[config.mk]
export PLATFORM = sky130hd
export DESIGN_NAME = spi_byte_master_flat
export DESIGN_NICKNAME = d
export VERILOG_FILES = /design/src/rtl/spi_byte_master_if.sv /design/src/rtl/spi_byte_master.sv /design/src/flat_wrapper.sv
export SDC_FILE = /design/constraint.sdc
export NUM_CORES = 1
export LEC_CHECK = 0
export BUFFER_PORTS_ARGS = -buffer_cell sky130_fd_sc_hd__buf_4
export CORE_MARGIN = 4
export CORE_UTILIZATION = 52
export DETAILED_ROUTE_END_ITERATION = 8
export GPL_TIMING_DRIVEN = 0
export PLACE_DENSITY = 0.75
export SETUP_SLACK_MARGIN = 0.15
export SKIP_CTS_REPAIR_TIMING = 1
export SYNTH_ARGS = -nofsm -noshare
export SYNTH_HDL_FRONTEND = slang
export SYNTH_SLANG_ARGS = --single-unit
[constraint.sdc]
create_clock -name clk -period 2.2 [get_ports clk]
set_input_delay 0.33 -clock clk [delete_from_list [all_inputs] [get_ports clk]]
set_output_delay 0.33 -clock clk [all_outputs]
set_load 0.03 [all_outputs]
[src/rtl/spi_byte_master_if.sv]
// Byte-stream handshake between an upstream sequencer and spi_byte_master.
// The master modport is the byte producer; the slave modport is the SPI initiator.
interface spi_byte_master_if;
    logic [7:0] tx_data;
    logic       tx_last;
    logic       tx_valid;
    logic       tx_ready;
    logic [7:0] rx_data;
    logic       rx_valid;
    logic       busy;

    modport master (
        output tx_data, tx_last, tx_valid,
        input  tx_ready, rx_data, rx_valid, busy
    );

    modport slave (
        input  tx_data, tx_last, tx_valid,
        output tx_ready, rx_data, rx_valid, busy
    );
endinterface

[src/rtl/spi_byte_master.sv]
// SPI mode-0, LSB-first initiator fed by a byte stream; ss stays low across
// bytes until one is flagged last. All outputs come straight from registers.
module spi_byte_master #(
    parameter int unsigned CLK_DIV  = 2,
    parameter int unsigned SS_SETUP = 2,
    parameter int unsigned SS_HOLD  = 2,
    parameter int unsigned SS_GAP   = 4
) (
    input  logic              clk,
    input  logic              rst,
    spi_byte_master_if.slave  bus,
    output logic              spi_sclk,
    output logic              spi_ss,
    output logic              spi_mosi,
    input  logic              spi_miso
);

    localparam logic [2:0] S_IDLE     = 3'd0;
    localparam logic [2:0] S_SETUP    = 3'd1;
    localparam logic [2:0] S_LOW      = 3'd2;
    localparam logic [2:0] S_HIGH     = 3'd3;
    localparam logic [2:0] S_BYTE_END = 3'd4;
    localparam logic [2:0] S_WAIT     = 3'd5;
    localparam logic [2:0] S_HOLD     = 3'd6;
    localparam logic [2:0] S_GAP      = 3'd7;

    // Terminal counts; every timed state counts 0 .. N-1, so each parameter must be >= 1.
    localparam logic [15:0] DIV_LAST   = 16'(CLK_DIV - 1);
    localparam logic [15:0] SETUP_LAST = 16'(SS_SETUP - 1);
    localparam logic [15:0] HOLD_LAST  = 16'(SS_HOLD - 1);
    localparam logic [15:0] GAP_LAST   = 16'(SS_GAP - 1);

    logic [2:0]  state, state_n;
    logic [15:0] cnt, cnt_n;
    logic [2:0]  bit_idx, idx_n;
    logic [7:0]  tx_shift, shift_n;
    logic [7:0]  rx_shift, rx_n;
    logic        last_q, last_n;
    logic        handshake;

    assign handshake = bus.tx_valid && bus.tx_ready;

    // NOTE: every variable gets a default before the case so no path leaves
    // one unassigned, which would otherwise infer a latch.
    always_comb begin
        state_n = state;
        cnt_n   = cnt;
        idx_n   = bit_idx;
        shift_n = tx_shift;
        last_n  = last_q;
        rx_n    = rx_shift;
        case (state)
            S_IDLE, S_WAIT: begin
                if (handshake) begin
                    shift_n = bus.tx_data;
                    last_n  = bus.tx_last;
                    cnt_n   = '0;
                    idx_n   = '0;
                    // Continuation bytes skip SETUP: ss is already low.
                    state_n = (state == S_IDLE) ? S_SETUP : S_LOW;
                end
            end
            S_SETUP: begin
                if (cnt == SETUP_LAST) begin
                    cnt_n   = '0;
                    idx_n   = '0;
                    state_n = S_LOW;
                end else begin
                    cnt_n = cnt + 16'd1;
                end
            end
            S_LOW: begin
                if (cnt == DIV_LAST) begin
                    cnt_n          = '0;
                    rx_n[bit_idx]  = spi_miso;
                    state_n        = S_HIGH;
                end else begin
                    cnt_n = cnt + 16'd1;
                end
            end
            S_HIGH: begin
                if (cnt == DIV_LAST) begin
                    cnt_n = '0;
                    if (bit_idx != 3'd7) begin
                        idx_n   = bit_idx + 3'd1;
                        state_n = S_LOW;
                    end else begin
                        state_n = S_BYTE_END;
                    end
                end else begin
                    cnt_n = cnt + 16'd1;
                end
            end
            S_BYTE_END: begin
                cnt_n   = '0;
                state_n = last_q ? S_HOLD : S_WAIT;
            end
            S_HOLD: begin
                if (cnt == HOLD_LAST) begin
                    cnt_n   = '0;
                    state_n = S_GAP;
                end else begin
                    cnt_n = cnt + 16'd1;
                end
            end
            S_GAP: begin
                if (cnt == GAP_LAST) begin
                    cnt_n   = '0;
                    state_n = S_IDLE;
                end else begin
                    cnt_n = cnt + 16'd1;
                end
            end
        endcase
    end

    // Outputs are decoded from the next state so they change on the same edge as the state.
    // NOTE: registered state uses non-blocking assignments so every flop samples
    // pre-edge values regardless of statement order.
    always_ff @(posedge clk) begin
        if (rst) begin
            state        <= S_GAP;
            cnt          <= '0;
            bit_idx      <= '0;
            tx_shift     <= '0;
            rx_shift     <= '0;
            last_q       <= 1'b0;
            spi_sclk     <= 1'b0;
            spi_ss       <= 1'b1;
            spi_mosi     <= 1'b0;
            bus.tx_ready <= 1'b0;
            bus.rx_valid <= 1'b0;
            bus.rx_data  <= '0;
            bus.busy     <= 1'b0;
        end else begin
            state        <= state_n;
            cnt          <= cnt_n;
            bit_idx      <= idx_n;
            tx_shift     <= shift_n;
            rx_shift     <= rx_n;
            last_q       <= last_n;
            spi_sclk     <= (state_n == S_HIGH);
            spi_ss       <= (state_n == S_IDLE) || (state_n == S_GAP);
            if (state_n == S_LOW) begin
                spi_mosi <= shift_n[idx_n];
            end
            bus.tx_ready <= (state_n == S_IDLE) || (state_n == S_WAIT);
            bus.rx_valid <= (state_n == S_BYTE_END);
            if (state_n == S_BYTE_END) begin
                bus.rx_data <= rx_n;
            end
            bus.busy     <= (state_n != S_IDLE);
        end
    end

endmodule

[src/flat_wrapper.sv]
// flat-port wrapper written by rule: the top's interface ports become plain ports
module spi_byte_master_flat 
#(
    parameter int unsigned CLK_DIV  = 2,
    parameter int unsigned SS_SETUP = 2,
    parameter int unsigned SS_HOLD  = 2,
    parameter int unsigned SS_GAP   = 4
)
  (clk, rst, spi_sclk, spi_ss, spi_mosi, spi_miso, bus_tx_data, bus_tx_last, bus_tx_valid, bus_tx_ready, bus_rx_data, bus_rx_valid, bus_busy);
  spi_byte_master_if bus_i ();
  input  logic clk;
  input  logic rst;
  output logic spi_sclk;
  output logic spi_ss;
  output logic spi_mosi;
  input  logic spi_miso;
  input wire logic [$bits(bus_i.tx_data)-1:0] bus_tx_data;
  input wire logic [$bits(bus_i.tx_last)-1:0] bus_tx_last;
  input wire logic [$bits(bus_i.tx_valid)-1:0] bus_tx_valid;
  output wire logic [$bits(bus_i.tx_ready)-1:0] bus_tx_ready;
  output wire logic [$bits(bus_i.rx_data)-1:0] bus_rx_data;
  output wire logic [$bits(bus_i.rx_valid)-1:0] bus_rx_valid;
  output wire logic [$bits(bus_i.busy)-1:0] bus_busy;
  assign bus_i.tx_data = bus_tx_data;
  assign bus_i.tx_last = bus_tx_last;
  assign bus_i.tx_valid = bus_tx_valid;
  assign bus_tx_ready = bus_i.tx_ready;
  assign bus_rx_data = bus_i.rx_data;
  assign bus_rx_valid = bus_i.rx_valid;
  assign bus_busy = bus_i.busy;
  spi_byte_master #(.CLK_DIV(CLK_DIV), .SS_SETUP(SS_SETUP), .SS_HOLD(SS_HOLD), .SS_GAP(SS_GAP)) u_core (.clk(clk), .rst(rst), .bus(bus_i), .spi_sclk(spi_sclk), .spi_ss(spi_ss), .spi_mosi(spi_mosi), .spi_miso(spi_miso));
endmodule
Word level (Yosys, flattened, before mapping)
Cells that the tools add are included.
{"block": "op_classes", "eq_ne": 16, "order_cmp": 3, "mux": 28, "addsub": 2, "reduce_logical": 10}
{"op": "16-bit case mux with 4 select lines", "n": 1}
{"op": "16-bit two-way mux", "n": 3}
{"op": "3-bit two-way mux", "n": 11}
{"op": "8-bit two-way mux", "n": 4}
{"op": "3-bit == test, second input constant", "n": 7}
{"op": "3-bit case mux with 7 select lines", "n": 1}
{"op": "16-bit by 1-bit adder with 16-bit output, second input constant", "n": 1}
{"op": "16-bit by 1-bit == test with 1-bit output, second input constant", "n": 1}
{"op": "16-bit by 2-bit == test with 1-bit output, second input constant", "n": 1}
{"op": "3-bit by 2-bit == test with 1-bit output, second input constant", "n": 4}
{"op": "3-bit case mux with 3 select lines", "n": 1}
{"op": "8-bit bitwise mux", "n": 1}
{"op": "3-bit by 4-bit < comparator with 1-bit output, second input constant", "n": 2}
{"op": "3-bit logical NOT", "n": 2}
{"op": "2-bit two-way mux", "n": 2}
{"op": "4-bit OR reduction", "n": 1}
{"op": "3-bit by 1-bit adder with 3-bit output, second input constant", "n": 1}
{"op": "1-bit binary-select mux with 3-bit select", "n": 1}
{"op": "1-bit demux with 3-bit select", "n": 1}
{"op": "3-bit by 1-bit == test with 1-bit output, second input constant", "n": 1}
{"op": "3-bit by 1-bit greater-or-equal comparator with 1-bit output, second input constant", "n": 1}
{"op": "3-bit != test, second input constant", "n": 1}
{"op": "3-bit nonzero test", "n": 1}
{"op": "1-bit logical AND", "n": 2}
{"op": "5 further kinds", "n": 7}
{"block": "word_totals", "input_bits": 13, "ff_bits": 53, "word_cells": 72, "output_inout_bits": 14}

Longest topological paths before layout
{"block": "logic_depth", "word_depth": 7, "ltp_mapped": 10, "depth_no_buf": 9}

Worst setup path after synthesis
OpenSTA, ideal clock, no wires.
{"block": "synth_path", "path_type": "reg-to-reg", "start": "register u_core.cnt[0]", "end": "register u_core.spi_mosi", "setup_ns": 0.091, "t_required_ns": 2.109, "synth_period_minus_slack_ns": 2.270, "n_path_buf": 0, "setup_slack_ns": -0.070, "path_stages_with_launch": 9, "arrival_time_ns": 2.179, "cell_sequence": "dfxtp_1 ha_1 nor3b_1 and4_1 mux2_1 a211oi_1 nor2_1 and2_1 a311oi_1"}
{"block": "synth_between", "elab_chain_len": 5}
{"element": "start: declaration", "line": "spi_byte_master.sv:34", "source": "logic [15:0] cnt, cnt_n;"}
{"element": "start signal: assignment", "line": "spi_byte_master.sv:137", "source": "cnt <= cnt_n;"}
{"element": "16-bit by 1-bit == test with 1-bit output"}
{"element": "3-bit two-way mux (on tied branches)", "line": "spi_byte_master.sv:82, spi_byte_master.sv:64"}
{"element": "3-bit case mux with 3 select lines", "line": "spi_byte_master.sv:52", "source": "case (state)"}
{"element": "1-bit binary-select mux with 3-bit select", "line": "spi_byte_master.sv:145", "source": "spi_mosi <= shift_n[idx_n];"}
{"element": "1-bit two-way mux (implied by the code)", "line": "spi_byte_master.sv:145"}
{"element": "end signal: assignment", "line": "spi_byte_master.sv:145"}
{"element": "end: declaration", "line": "spi_byte_master.sv:14", "source": "output logic spi_mosi,"}
Several ways; a longest one is shown, not always the timed one. The select of a mux whose other input is x is not followed.
A chain may end at the register's enable or synchronous reset.

Worst setup path after layout
{"block": "layout_path", "start": "register u_core.cnt[5]", "end": "register u_core.spi_mosi"}
Same word-level chain as after synthesis.

==> impl_metrics.tcl <==
set metrics [dict create \
    fin_crit_sh_pct 105 \
    cpPeakStageDelay_ns 0.37 \
    cp_slowest_cell "dfxtp_4" \
    layout_common_cells "dfxtp_1 (50), nor2_1 (42), buf_4 (32)" \
    cap_violations 0 \
    crit_chain "nor4_4 -> nand4_1 -> buf_6 -> o22ai_2 -> a211o_1 -> mux2_1 -> o2111ai_2 -> a311oi_1" \
    hold_path.class "primary input to flip-flop" \
    status "complete, but fails checks" \
    critical_path_arrival_ns 2.49 \
    rsz0062_at_grt "true" \
    drive_gt1_share_pct 28.2 \
    synth_area_leader_cell "dfxtp_1" \
    gr-usage-met3_pct 3.10 \
    p_leak_nw 1.19 \
    timing_hold_violations_final 0 \
    multiInputGateArea_mm2 0.00161 \
    path_buf_inv 1 \
    power_density_mw_per_mm2 987 \
    slew_violations 0 \
    die_area_mm2 0.00616 \
    cts-root-buf "clkbuf_8" \
    peakVddDrop_uv 464 \
    violations "negative setup slack" \
    fin_skew_ns 0.0107 \
    synth_area_leaders "dfxtp_1 (41%), mux2i_1 (8.5%), nor2_1 (7.1%), xnor2_1 (3.7%), nand2_1 (3.2%)" \
    path_max_fanout 6 \
    cts_sinks 53 \
    vias 2191 \
    hpwlAfterDp_um 3840 \
    grt_pass1_wl_um 8720 \
    crit_family "compound AO/OA/AOI/OAI gates" \
    critPathKind "flip-flop to flip-flop" \
    clkLatencyLatePin_ns 0.31 \
    fin_util_pct 68.5 \
    fillers 398 \
    grt-ovfl-total 0 \
    htreeDepth 2 \
    initial_core_util_pct 54.3 \
    wl_um 5510 \
    drt_iter0_markers 159 \
    rrSetupSlack_ns -0.11 \
    first_pass_iters 4 \
    clk_pin_slew_ns 0.10 \
    remaining_drc_errors 0 \
    rows 25 \
    min_period_ns 2.31 \
    worst_setup_path_start_kind "flip-flop" \
    synth_area_per_cell_um2 8.81 \
    yosys.area.top_type_share_pct 41.1 \
    max_slew_margin_pct 70.2 \
    worst_slack_ns -0.107 \
    required_ns 2.38 \
    cts_buffers 5 \
    hold_ws_ns 0.248 \
    syn_area_mm2 0.00258 \
    yosysSeqAreaShare_pct 41.1 \
    grt_util_met2_pct 28.7 \
    diodes 0 \
    tritoncts "built" \
    avgViaCountPerCell 5.42 \
    grt_usage_pct 17.7 \
    setup_violations 7 \
    fp.dieW_um 78.5 \
    nets 352 \
    end_kind "flip-flop" \
    antenna_found_initial 0 \
    die_y_um 78.5 \
    grt_max_degree 17 \
    final_common_cell "dfxtp_1" \
    area_growth_pct 26.1 \
    portBuffers 25 \
    synth_cell_types 45 \
    grt_pass1_vias 1950 \
    wl_per_cell_um 13.6 \
    io_pins 27 \
    postSynthCellCount 293 \
    busiest_layer "met2" \
    met1_usage_pct 22.3 \
    synth_nets 309 \
    register_area_mm2 0.00107 \
    core_region_area_mm2 0.00475 \
    gp_congestion 0.871 \
    yosys_warnings 0 \
    worstMarginPinSlew_ns 0.448 \
    ant_nets 0 \
    ys_seq_elements 53 \
    cts_max_path_buffers 2 \
    fmax_mhz 434 \
]
[final timing paths]
check                                              startpoint  depth (start not counted)                             to
worst max-delay path               u_core.cnt[5]$_SDFFE_PP0P_                          8   u_core.spi_mosi$_SDFFE_PP0N_
worst min-delay path                              bus_tx_last                          3     u_core.last_q$_SDFFE_PP0P_
worst max register to register     u_core.cnt[5]$_SDFFE_PP0P_                          8   u_core.spi_mosi$_SDFFE_PP0N_
worst min register to register  u_core.rx_shift[7]$_SDFF_PP0_                          2  u_core.rx_shift[7]$_SDFF_PP0_
[per-layer routing]
metal  up-vias  wire length, um
li1       1094                -
met4         0              146
met1      1027             2470
met2        53             2670
met3        17              226
met5         -                0
[tightest hold or removal path: stages]
cell and delay (ns):
buf_4 0.08, mux2i_1 0.05, nor2_1 0.07
[synth_stat cells, drive strengths merged]
| cell type | instances |
|---|---|
| o22ai | 3 |
| a311oi | 2 |
| nand4b | 2 |
| inv | 9 |
| a31oi | 2 |
| nand3 | 14 |
| buf | 8 |
| clkbuf | 7 |
| o2111ai | 1 |
| nor2 | 50 |
| mux2 | 7 |
| dfxtp | 53 |
| a31o | 1 |
| nand2 | 22 |
| and4 | 2 |
| o31a | 1 |
| and2 | 2 |
| nor4bb | 2 |
| and4b | 1 |
| and3 | 1 |
| o22a | 1 |
| xor2 | 4 |
| nor3 | 6 |
| a21o | 1 |
| nand2b | 5 |
| xnor2 | 11 |
| or2 | 1 |
| mux2i | 22 |
| ha | 3 |
| a211o | 2 |
| nor3b | 4 |
| a221o | 1 |
| nor2b | 13 |
| o21ai | 6 |
| a211oi | 2 |
| nand4 | 3 |
| a21oi | 10 |
| nor4b | 1 |
| nor4 | 7 |
[area by class of cell]
type	count	share of cell area (%)
clock buffer	5	2.11
clock inverter	3	0.538
multi-input combinational	216	49.4
timing repair buffer	36	8.88
inverter	9	1.04
sequential	53	32.8
tap	67	2.57
buffer	15	2.69
[report_power, final]
group          total [mW]  leakage (nW)  internal, mW  switching [mW]
registers            1.10         0.430          1.04          0.0514
logic                1.58         0.719         0.647           0.938
clock network       0.534        0.0439         0.220           0.314
total                3.21          1.19          1.91            1.30
[per-stage QoR]
| step | setup WS, ns | TNS (ns) | area (um^2) | instances | power, mW |
|---|---|---|---|---|---|
| 4_1_cts | -0.322 | -3.52 | 2950 | 393 | 2.79 |
| 6_report | -0.107 | -0.284 | 3260 | 404 | 3.21 |
| 2_1_floorplan | 0.150 | 0 | 2600 | 293 | 1.99 |
| 5_1_grt | -0.209 | -1.65 | 3260 | 404 | 3.42 |
| 3_5_place_dp | -0.287 | -3.03 | 2870 | 385 | 2.26 |
| 3_3_place_gp | -0.196 | -1.99 | 2870 | 385 | 2.23 |
[kinds of logic after synthesis]
logic type	share of synthesized area [%]
adder cells (fa/ha/maj)	1.45
multiplexers	11.6
flip-flops	41.1
AO/OA/AOI/OAI	8.87
buffers and inverters	3.97
XOR/XNOR	5.09
AND/OR/NAND/NOR	28.0
[state kept, by name (all words and copies together), names as in the netlist]
name                 flops
u_core.spi_mosi          1
u_core.bus.rx_data       8
u_core.state             3
u_core.bus.busy          1
u_core.spi_ss            1
u_core.tx_shift          8
u_core.bit_idx           3
u_core.bus.rx_valid      1
u_core.cnt              16
u_core.rx_shift          8
u_core.bus.tx_ready      1
u_core.last_q            1
u_core.spi_sclk          1
(Power assumes the default switching activity.)
